===== src/rtl/current_adc_reader_if.sv =====
// SPI-style link between the current-sense reader and its 12-bit ADC.
// The reader is the master; the ADC (or a bench model of it) is the slave.
interface current_adc_reader_if;
  logic adc_cs_n;
  logic adc_sclk;
  logic adc_miso;

  modport master (output adc_cs_n, output adc_sclk, input adc_miso);
  modport slave  (input adc_cs_n, input adc_sclk, output adc_miso);
endinterface


===== src/rtl/current_adc_reader.sv =====
// Periodic MCP3201-style ADC reader with block averaging of 2^AVG_LOG2 samples.
// Feeds current_b_out to the over-current supervision stage.
module current_adc_reader #(
  parameter int CLK_DIV       = 25,
  parameter int SAMPLE_PERIOD = 5000,
  parameter int AVG_LOG2      = 2
) (
  input  logic                        clk,
  input  logic                        rst_n,
  input  logic                        enable,
  current_adc_reader_if.master        adc,
  output logic [11:0]                 raw_sample,
  output logic                        raw_valid,
  output logic [11:0]                 current_b_out,
  output logic                        current_valid,
  output logic                        frame_overrun
);

  localparam int TW = $clog2(SAMPLE_PERIOD + 1);
  localparam int CW = $clog2(2 * CLK_DIV + 1);
  localparam int NW = (AVG_LOG2 == 0) ? 1 : AVG_LOG2;
  localparam int AW = 12 + AVG_LOG2;

  localparam logic [TW-1:0] TICK_AT   = TW'(SAMPLE_PERIOD - 1);
  localparam logic [CW-1:0] HALF_END  = CW'(CLK_DIV - 1);
  localparam logic [CW-1:0] PER_END   = CW'(2 * CLK_DIV - 1);
  localparam logic [NW-1:0] LAST_SLOT = NW'((1 << AVG_LOG2) - 1);
  localparam logic [3:0]    LAST_BIT  = 4'd14;
  localparam logic [3:0]    FIRST_DAT = 4'd3;

  typedef enum logic [1:0] {IDLE, SETUP, SHIFT, HOLD} state_t;

  state_t          state, state_n;
  logic [TW-1:0]   timer;
  logic            tick;
  logic [CW-1:0]   cnt, cnt_n;
  logic [3:0]      bit_idx, bit_n;
  logic            sclk_q, sclk_n;
  logic            cs_q, cs_n_n;
  logic            shift_en;
  logic            done;
  logic [11:0]     shreg;
  logic [AW-1:0]   acc;
  logic [AW-1:0]   sum;
  logic [NW-1:0]   count;

  assign tick         = enable && (timer == TICK_AT);
  assign sum          = acc + AW'(shreg);
  assign adc.adc_cs_n = cs_q;
  assign adc.adc_sclk = sclk_q;

  always_ff @(posedge clk or negedge rst_n) begin
    if (!rst_n) begin
      timer <= '0;
    end else if (!enable || tick) begin
      timer <= '0;
    end else begin
      timer <= timer + TW'(1);
    end
  end

  always_ff @(posedge clk or negedge rst_n) begin
    if (!rst_n) begin
      state   <= IDLE;
      cnt     <= '0;
      bit_idx <= '0;
      sclk_q  <= 1'b0;
      cs_q    <= 1'b1;
    end else begin
      state   <= state_n;
      cnt     <= cnt_n;
      bit_idx <= bit_n;
      sclk_q  <= sclk_n;
      cs_q    <= cs_n_n;
    end
  end

  // SCLK and CS are computed one cycle ahead so the pins come straight from flops.
  always_comb begin
    state_n  = state;
    cnt_n    = cnt;
    bit_n    = bit_idx;
    sclk_n   = 1'b0;
    cs_n_n   = 1'b0;
    shift_en = 1'b0;
    done     = 1'b0;
    unique case (state)
      IDLE: begin
        cs_n_n = 1'b1;
        cnt_n  = '0;
        bit_n  = '0;
        if (tick) begin
          state_n = SETUP;
          cs_n_n  = 1'b0;
        end
      end
      SETUP: begin
        if (cnt == HALF_END) begin
          state_n = SHIFT;
          cnt_n   = '0;
        end else begin
          cnt_n = cnt + CW'(1);
        end
      end
      SHIFT: begin
        if (cnt == PER_END) begin
          shift_en = 1'b1;
          cnt_n    = '0;
          if (bit_idx == LAST_BIT) begin
            state_n = HOLD;
          end else begin
            bit_n = bit_idx + 4'd1;
          end
        end else begin
          cnt_n  = cnt + CW'(1);
          sclk_n = (cnt >= HALF_END);
        end
      end
      HOLD: begin
        if (cnt == HALF_END) begin
          state_n = IDLE;
          cs_n_n  = 1'b1;
          done    = 1'b1;
          cnt_n   = '0;
        end else begin
          cnt_n = cnt + CW'(1);
        end
      end
      default: begin
        state_n = IDLE;
        cs_n_n  = 1'b1;
      end
    endcase
  end

  // The first three bits of a frame are the sample and null bits and are dropped.
  always_ff @(posedge clk or negedge rst_n) begin
    if (!rst_n) begin
      shreg <= '0;
    end else if (shift_en && (bit_idx >= FIRST_DAT)) begin
      shreg <= {shreg[10:0], adc.adc_miso};
    end
  end

  always_ff @(posedge clk or negedge rst_n) begin
    if (!rst_n) begin
      raw_sample    <= '0;
      raw_valid     <= 1'b0;
      current_b_out <= '0;
      current_valid <= 1'b0;
      acc           <= '0;
      count         <= '0;
    end else begin
      raw_valid     <= done;
      current_valid <= 1'b0;
      if (done) begin
        raw_sample <= shreg;
        if (count == LAST_SLOT) begin
          current_b_out <= sum[AVG_LOG2 +: 12];
          current_valid <= 1'b1;
          acc           <= '0;
          count         <= '0;
        end else begin
          acc   <= sum;
          count <= count + NW'(1);
        end
      end
    end
  end

  always_ff @(posedge clk or negedge rst_n) begin
    if (!rst_n) begin
      frame_overrun <= 1'b0;
    end else if (tick && (state != IDLE)) begin
      frame_overrun <= 1'b1;
    end
  end

endmodule


===== src/flat_wrapper.sv =====
// flat-port wrapper written by rule: the top's interface ports become plain ports
module current_adc_reader_flat 
#(
  parameter int CLK_DIV       = 25,
  parameter int SAMPLE_PERIOD = 5000,
  parameter int AVG_LOG2      = 2
)
  (clk, rst_n, enable, raw_sample, raw_valid, current_b_out, current_valid, frame_overrun, adc_adc_cs_n, adc_adc_sclk, adc_adc_miso);
  current_adc_reader_if adc_i ();
  input  logic clk;
  input  logic rst_n;
  input  logic enable;
  output logic [11:0] raw_sample;
  output logic raw_valid;
  output logic [11:0] current_b_out;
  output logic current_valid;
  output logic frame_overrun;
  output wire logic [$bits(adc_i.adc_cs_n)-1:0] adc_adc_cs_n;
  output wire logic [$bits(adc_i.adc_sclk)-1:0] adc_adc_sclk;
  input wire logic [$bits(adc_i.adc_miso)-1:0] adc_adc_miso;
  assign adc_adc_cs_n = adc_i.adc_cs_n;
  assign adc_adc_sclk = adc_i.adc_sclk;
  assign adc_i.adc_miso = adc_adc_miso;
  current_adc_reader #(.CLK_DIV(CLK_DIV), .SAMPLE_PERIOD(SAMPLE_PERIOD), .AVG_LOG2(AVG_LOG2)) u_core (.clk(clk), .rst_n(rst_n), .enable(enable), .adc(adc_i), .raw_sample(raw_sample), .raw_valid(raw_valid), .current_b_out(current_b_out), .current_valid(current_valid), .frame_overrun(frame_overrun));
endmodule

===== config.mk =====
export PLATFORM = sky130hd
export DESIGN_NAME = current_adc_reader_flat
export DESIGN_NICKNAME = d
export VERILOG_FILES = /design/src/rtl/current_adc_reader_if.sv /design/src/rtl/current_adc_reader.sv /design/src/flat_wrapper.sv
export SDC_FILE = /design/constraint.sdc
export NUM_CORES = 1
export LEC_CHECK = 0
export CAP_MARGIN = 20
export CELL_PAD_IN_SITES_DETAIL_PLACEMENT = 1
export CELL_PAD_IN_SITES_GLOBAL_PLACEMENT = 1
export CORE_MARGIN = 2
export CORE_UTILIZATION = 41
export CTS_CLUSTER_SIZE = 14
export DETAILED_ROUTE_END_ITERATION = 10
export PLACE_DENSITY = 0.85
export SETUP_SLACK_MARGIN = 0.05
export SYNTH_ARGS = -nofsm -noshare
export SYNTH_HDL_FRONTEND = slang
export SYNTH_SLANG_ARGS = --single-unit

===== constraint.sdc =====
create_clock -name clk -period 2.2 [get_ports clk]
set_clock_uncertainty 0.05 [all_clocks]
set_input_delay 0.33 -clock clk [delete_from_list [all_inputs] [get_ports clk]]
set_output_delay 0.33 -clock clk [all_outputs]
set_load 0.03 [all_outputs]

## Word level (Yosys, flattened, before mapping)

Cells that the tools add are included.
W data, S select, Z words.

| storage, ports and cells | value |
|---|---|
| register bits | 82 |
| bits in latches | 0 |
| memory bits (writable) | 0 |
| bits in read-only memories | 0 |
| input port bits | 4 |
| output and inout bits | 29 |
| word-level logic and storage cells | 72 |
| memories kept | 0 |

| cells by class | value |
|---|---|
| add/subtract/negate cells | 5 |
| multipliers | 0 |
| div/mod/pow operators | 0 |
| $lt $le $gt $ge | 2 |
| equality and inequality tests | 14 |
| shift-type cells | 0 |
| muxes and demuxes | 25 |
| bitwise logic cells | 0 |
| reductions and logical operators | 12 |

Operator list:

| operator | count |
|---|---|
| $pmux W6 S3 | 1 |
| $add A14 B12 Y14 | 1 |
| $mux W14 | 1 |
| $add A13 B1 Y13 const B | 1 |
| $eq A13 B13 Y1 const B | 1 |
| $mux W13 | 1 |
| $mux W2 | 6 |
| $mux W6 | 2 |
| $ne A2 B1 Y1 const B | 5 |
| $mux W1 | 9 |
| $mux W4 | 2 |
| $pmux W2 S4 | 1 |
| $pmux W4 S2 | 1 |
| $add A6 B1 Y6 const B | 1 |
| $eq A2 B2 Y1 const B | 3 |
| $eq A6 B5 Y1 const B | 1 |
| $eq A6 B6 Y1 const B | 1 |
| $ge A6 B5 Y1 const B | 1 |
| $reduce_and A5 Y1 | 1 |
| $add A4 B1 Y4 const B | 1 |
| $eq A4 B4 Y1 const B | 1 |
| $ge A4 B2 Y1 const B | 1 |
| $reduce_bool A2 Y1 | 2 |
| $logic_and A1 B1 Y1 | 3 |
| other kinds (10) | 10 |

## Longest topological paths before layout

Gate-level depths: netlist (run 1).

| depth | value |
|---|---|
| word-level depth | 4 |
| gate-level depth with buffers | 11 |
| depth with buffers taken out | 10 |

## Least setup slack after synthesis (run 1)

Ideal clock, no wire load.

| timing path | value |
|---|---|
| kind | reg2reg |
| from | reg u_core.shreg[0] |
| to | reg u_core.current_b_out[10] |
| library setup time | 0.069 ns |
| data arrival time | 2.031 ns |
| data required time | 2.081 ns |
| slack | 0.050 ns |
| cell stages (with the launch flop) | 10 |
| path buffers | 0 |
| clock period less this slack | 2.150 ns |
| cells stage by stage | dfrtp_1 -> ha_1 -> inv_1 -> fa_1 -> nand2b_1 -> a21oi_1 -> nor3_1 -> o21a_1 -> or4_1 -> nand3_1 |

| on the way | value |
|---|---|
| cells in the longest elaborated chain, start to end | 1 |

RTL lines:

| element | RTL line | source |
|---|---|---|
| start: declaration | current_adc_reader.sv:42 | `logic [11:0] shreg;` |
| start signal: assignment | current_adc_reader.sv:141 | `shreg <= {shreg[10:0], adc.adc_miso};` |
| $add A14 B12 Y14 | current_adc_reader.sv:48 | `assign sum = acc + AW'(shreg);` |
| end signal: assignment | current_adc_reader.sv:159 | `current_b_out <= sum[AVG_LOG2 +: 12];` |
| end: declaration | current_adc_reader.sv:14 | `output logic [11:0] current_b_out,` |

No other way between the ends.
A chain may end at the register's enable or synchronous reset.

## Final worst setup path (run 1)

Same ends and word-level chain as after synthesis.

==> reports/metrics.csv, run 1 <==
metric,value,unit
leakage power,0.002459,uW
hpwl dp,6727,um
worst ir drop on vdd,0.0003099,V
final std cells w/o fill,565,
worst setup margin,-0.02961,ns
post-synthesis sequential area ratio,0.5151,
CP Max Fanout,3,
power per cell area,593.4,nW/um2
Total Routed Length,10780,um
GRT Resource Usage Total,0.2154,
RSZ-0062 raised after global routing,true,
Detailed Routing Iterations Pass 1,4,
Setup Viol. Count Final,2,
WS Path Type,flip-flop to flip-flop,
Synth area leaders,"dfrtp_1 (51%), ha_1 (7.2%), mux2_2 (6.2%)",
HP Start,u_core.timer[0],
Skew-Pair Late Insertion Delay,0.37,ns
"Avg Cell Area, Syn",10.55,um2
"most common cell after layout, fill and taps aside",dfrtp_1,
Total Nets Final,459,
Worst Setup End Kind,flip-flop,
clock buffer depth,2,
"Reg clk slew, reported paths",0.09,ns
Final min period,2.230,ns
largest net degree at the start of global routing,44,
Tcrit/Tclk final,1.013,
ys async rst share,1.000,
wire length per cell,19.08,um
Synth area leader,dfrtp_1,
Worst Max-Slew Pin Slew,0.5791,ns
yosys warns,0,
status,finished with violations,
Hold Slack,0.4182,ns
H-tree levels,3,
CTS sink cnt,82,
Comb power frac,0.019,
initial antenna violation count,0,
first-iteration detailed-routing DRC count,174,
Post-Place Cells,547,
full die area,10530,um2
Fin. Hold Viols,0,
Max Clk Rate,0.4485,GHz
Hold Path Sink,u_core.timer[0],
Antenna Violating Nets Remaining,0,
core area,9328,um2
R2R setup slack,-0.03,ns
setup TNS,-0.04494,ns
sw frac,0.2236,
I/O Pins,33,
reg-to-reg startpoint,u_core.shreg[0],
Overflow after GRT,0,
Inserted Diodes,0,
WP data arrival,2.48,ns
PortBufs,32,
internal power,2292,uW
top cell type's share of synthesized area,0.5085,
layout cells sized above 1,0.1927,
Netlist cell types,48,
net switching power,660.1,uW
Via density,5.379,
number of synthesized flops with an enable pin,0,
CTS tree,yes,
DRC,0,
Syn Nets,406,
Chip Height,102.6,um
max_slew headroom,0.6139,
Tightest Hold Check Type,flip-flop to flip-flop,
Initial Utilization,0.4274,
Yosys reg bits,82,
total CTS buffers,9,
crit path launch type,flip-flop,
"commonest non-fill, non-tap cells in the layout","dfrtp_1 (81), nand2_1 (61), clkdlybuf4s50_1 (31)",
Seq pwr share,0.513,
vias in the first global route,3339,
"Top FF cell, synth",dfrtp_1,
Rows,35,
clock share of power,0.468,
"Power, Total",2952,uW
WP data required,2.45,ns
routability congestion estimate,0.8022,
worst reg2reg endpoint,u_core.current_b_out[10],
Worst Reg2Reg Path Length in Cells,9,
Final Core Density,0.5333,
WHS Path Cells,1,
failing checks,setup timing,
# Max-Cap Violations,0,
mapped cell area,3986,um2
CTS root buf,clkbuf_8,
area grow syn2layout,24.80,%
Die X,102.6,um
global-route wire length before repair,17190,um
Vias,3039,
fin. max-slew vios,0,
cells after synthesis,378,
-- power by group through the flow --
| stage | sequential, uW | combinational, uW | clock, uW |
|---|---|---|---|
| after CTS | 1510 | 58.7 | 1390 |
| after detailed placement | 1540 | 56.5 | 0 |
| after global placement | 1540 | 54.1 | 0 |
| final | 1510 | 55.7 | 1380 |
| after global routing | 1520 | 63.6 | 1470 |
| after floorplan | 1540 | 10.7 | 0 |
-- synth_stat cells, types with 2 or more instances --
library cell,n
a21o_1,5
a21oi_1,16
a22o_1,9
and2_1,2
and3_1,8
and4_1,2
buf_4,2
clkbuf_1,5
dfrtp_1,81
ha_1,23
inv_1,15
mux2_2,22
nand2_1,62
nand2b_1,2
nand3_1,12
nand4_1,3
nand4b_1,2
nor2_1,28
nor3_1,4
nor3b_1,2
o211ai_1,2
o21a_1,2
o21ai_0,17
o21bai_1,2
o31ai_1,2
or3_1,2
xnor2_1,8
xor2_1,18
-- through the flow --
| step | worst slack (ns) | cell area [um2] |
|---|---|---|
| final | -0.02961 | 4975 |
| after global routing | -0.05310 | 4975 |
| after CTS | 0.04820 | 4886 |
| after detailed placement | -0.1679 | 4572 |
| after global placement | -0.03419 | 4572 |
| after floorplan | 0.05003 | 3986 |
-- cell families after synthesis --
family	Yosys count	share of synthesized area
simple gates	137	0.1591
compound gates	63	0.1033
xor+xnor	26	0.05713
fa+ha+maj	24	0.07721
buf+inv	24	0.02605
mux	22	0.06215
flops	82	0.5151
-- critical path, stage by stage (launching register included) --
cell      delay [ns]
dfrtp_1         0.44
ha_4            0.19
inv_2           0.04
fa_2            0.35
nand2b_4        0.17
a21oi_4         0.18
nor3_1          0.07
o21a_1          0.20
or4_1           0.40
nand3_1         0.08
-- layer usage --
metal,wire length [um],vias to the layer above,track usage
met1,4751,1546,0.2773
met4,218,0,0.07692
li1,-,1411,-
met2,5461,64,0.3615
met3,351,18,0.04407
met5,0,-,0
-- worst max path at each step --
stage | end | cells after the start | start
floorplan | u_core.current_b_out[10] | 9 | u_core.shreg[0]
global placement | u_core.current_b_out[8] | 9 | u_core.acc[0]
detailed placement | u_core.current_b_out[8] | 9 | u_core.acc[0]
CTS | u_core.current_b_out[8] | 9 | u_core.shreg[0]
global route | u_core.current_b_out[10] | 9 | u_core.shreg[0]
finish | u_core.current_b_out[10] | 9 | u_core.shreg[0]
-- sequential cells by signal, indices dropped and copies added (netlist names) --
name                  count
u_core.adc.adc_cs_n       1
u_core.state              2
u_core.raw_valid          1
u_core.acc               14
u_core.current_valid      1
u_core.shreg             12
u_core.timer             13
u_core.raw_sample        12
u_core.cnt                6
u_core.frame_overrun      1
u_core.adc.adc_sclk       1
u_core.bit_idx            4
u_core.current_b_out     12
u_core.count              2
-- what timing repair did --
action,CTS,global route
gates resized for setup,15,18
setup endpoints to repair,12,26
hold buffers,1,0
pin swaps,4,3
endpoints found under the hold margin,41,0
buffers inserted,1,0
-- area by class of cell --
| class | instances | area, um2 |
|---|---|---|
| Tap cell | 129 | 161.4 |
| Multi-Input combinational cell | 272 | 1967 |
| Inverter | 16 | 65.06 |
| Clock buffer | 9 | 123.9 |
| Sequential cell | 82 | 2053 |
| Clock inverter | 7 | 123.9 |
| Fill cell | 1027 | 4353 |
| Timing Repair Buffer | 50 | 480.5 |
Note: power is estimated with default switching activity, not from simulation.
==> run 2, diff against run 1 <==
==> constraint.sdc (replaced) <==
create_clock -name clk -period 1.82 [get_ports clk]
set_clock_uncertainty 0.05 [all_clocks]
set_input_delay 0.273 -clock clk [delete_from_list [all_inputs] [get_ports clk]]
set_output_delay 0.273 -clock clk [all_outputs]
set_load 0.03 [all_outputs]
==> run 2 against run 1 <==
  * The run still ends with setup timing left
  * Core utilization rose by 12 points
  * Clock power rose by 6%
  * Cell count rose by 15%
  * Total power rose by 14%
  * Routed wire length rose by 65%
  * Combinational power rose by 49%
  * Hold slack got worse by 0.10 ns
  * Register-to-register slack got worse by 0.48 ns
  * Sequential cell count did not move
  * Non-clock buffer count rose by 85
  * Critical path type unchanged
  * Critical endpoint is now u_core.current_b_out[6]
  * Highest routed layer unchanged
==> reports/metrics.csv, run 2 (synthesis results as in run 1) <==
metric,value,unit
worst ir drop on vdd,0.0003561,V
# Max-Cap Violations,0,
core area,9328,um2
Inserted Diodes,0,
sw frac,0.2600,
Worst Setup End Kind,flip-flop,
power per cell area,550.7,nW/um2
Rows,35,
Overflow after GRT,0,
dpl ws,-0.4009,ns
largest registers,"u_core.acc (14), u_core.timer (13)",
largest net degree at the start of global routing,37,
area grow syn2layout,53.80,%
CP Max Fanout,3,
Seq pwr share,0.542,
fin. max-slew vios,0,
wire length per cell,27.35,um
WP buf/inv,2,
I/O Pins,33,
slowest CP cell,dfrtp_1,
"delay-heaviest family, CP",adder cells,
Die X,102.6,um
WP data required,2.04,ns
clock share of power,0.433,
WS Path Type,flip-flop to flip-flop,
Worst Max-Slew Pin Slew,0.5565,ns
full die area,10530,um2
Max Clk Rate,0.4300,GHz
Filler Cell Count,966,
routability congestion estimate,0.8665,
Initial Utilization,0.4274,
clock buffer depth,2,
Detailed Routing Iterations Pass 1,6,
Fin. Hold Viols,0,
Comb power frac,0.025,
H-tree levels,3,
Vias,3864,
DRC,0,
CTS tree,yes,
global-route wire length before repair,23430,um
Chip Height,102.6,um
RSZ-0062 raised after global routing,true,
Worst path max stage delay,0.43,ns
Largest register FFs,14,
Final Core Density,0.6573,
Via density,5.945,
Tcrit/Tclk final,1.278,
status,finished with violations,
"commonest non-fill, non-tap cells in the layout","buf_4 (79), dfrtp_1 (79), nand2_1 (51)",
CP Cell Sequence,"ha_4, inv_2, fa_2, nand2b_4, a21oi_4, buf_4, nor2_1, o21ai_1, xor2_1, mux2_4",
Total Routed Length,17780,um
GRT Resource Usage Total,0.3024,
max_slew headroom,0.6290,
PortBufs,32,
vias in the first global route,4061,
Skew-Pair Late Insertion Delay,0.38,ns
"Reg clk slew, reported paths",0.10,ns
CTS sink cnt,82,
first-iteration detailed-routing DRC count,248,
leakage power,0.003200,uW
failing checks,setup timing,
initial antenna violation count,0,
WP data arrival,2.54,ns
net switching power,877.8,uW
internal power,2498,uW
Total Nets Final,544,
Setup Viol. Count Final,51,
crit path launch type,flip-flop,
Antenna Violating Nets Remaining,0,
Tightest Hold Check Type,input port to async pin,
final std cells w/o fill,650,
CTS root buf,clkbuf_8,
"Power, Total",3376,uW
worst setup margin,-0.5056,ns
layout cells sized above 1,0.4165,
Hold Slack,0.3187,ns
"Most flops, register",u_core.acc,
total CTS buffers,9,
Post-Place Cells,599,
Final min period,2.326,ns
hpwl dp,8462,um
-- run 2: cell types whose count changed in the layout (fill, tap and decap cells not counted), moves of 10 or more --
cell	delta
buf_6	+14
nand2_1	-10
o21ai_0	-10
mux2_4	+19
dlymetal6s2s_1	+11
clkdlybuf4s50_1	-14
mux2_2	-19
buf_4	+63
-- run 2: layer usage --
metal  vias up  routed length (um)  track usage  share of wire
met5         -                   0            0              0
met4         0                1057       0.1436          0.059
met3        88                 956      0.04475          0.054
met2       213                8694       0.5269           0.49
met1      1983                7071       0.3684           0.40
li1       1580                   -            -              -
-- run 2: final timing paths --
check / start / end / slack (ns) / cells after the start
setup reg to reg: u_core.acc[0] / u_core.current_b_out[6] / -0.51 / 10
hold reg to reg: u_core.raw_sample[6] / u_core.raw_sample[6] / 0.43 / 2
setup / recovery: u_core.acc[0] / u_core.current_b_out[6] / -0.51 / 10
min in group clk: u_core.raw_sample[6] / u_core.raw_sample[6] / 0.43 / 2
hold / removal: rst_n / u_core.cnt[3] / 0.32 / 2
max in group asynchronous: rst_n / u_core.current_b_out[3] / 0.75 / 3
-- run 2: layout make-up --
| cell class | count | area, um2 | share of cell area |
|---|---|---|---|
| multi-input combinational | 272 | 2344 | 0.3822 |
| sequential | 82 | 2056 | 0.3353 |
| timing repair buffer | 135 | 1297 | 0.2116 |
| tap | 129 | 161.4 | 0.02633 |
| clock buffer | 9 | 123.9 | 0.02020 |
| clock inverter | 7 | 76.32 | 0.01245 |
| inverter | 16 | 72.57 | 0.01184 |
-- run 2: stage by stage --
stage	setup TNS, ns	area (um2)
floorplan	-0.6039	4065
global placement	-1.763	5050
detailed placement	-4.558	5050
CTS	-4.217	5698
global route	-14.96	6131
finish	-13.18	6131
-- run 2: what timing repair did --
action	CTS	global route
setup endpoints to repair	60	75
cloned	1	1
gates resized for setup	73	74
endpoints found under the hold margin	25	0
hold buffers	1	0
buffers inserted	20	18
pin swaps	12	20
-- run 2: power groups by stage --
stage	clock, uW	sequential (uW)	combinational (uW)
finish	1460	1830	83.1
global route	1520	1830	91.5
CTS	1410	1830	81.5
detailed placement	0	1860	77.7
global placement	0	1860	72.7
floorplan	0	1870	12.9
==> run 3, diff against run 2 <==
--- a/config.mk
+++ b/config.mk
@@ -12,6 +12,7 @@
 export CORE_UTILIZATION = 41
 export CTS_CLUSTER_SIZE = 14
 export DETAILED_ROUTE_END_ITERATION = 10
+export GPL_ROUTABILITY_DRIVEN = 0
 export PLACE_DENSITY = 0.85
 export SETUP_SLACK_MARGIN = 0.05
 export SYNTH_ARGS = -nofsm -noshare
==> results of run 3 <==
Same layout as run 2: the final DEF is identical, and so are final timing and power.
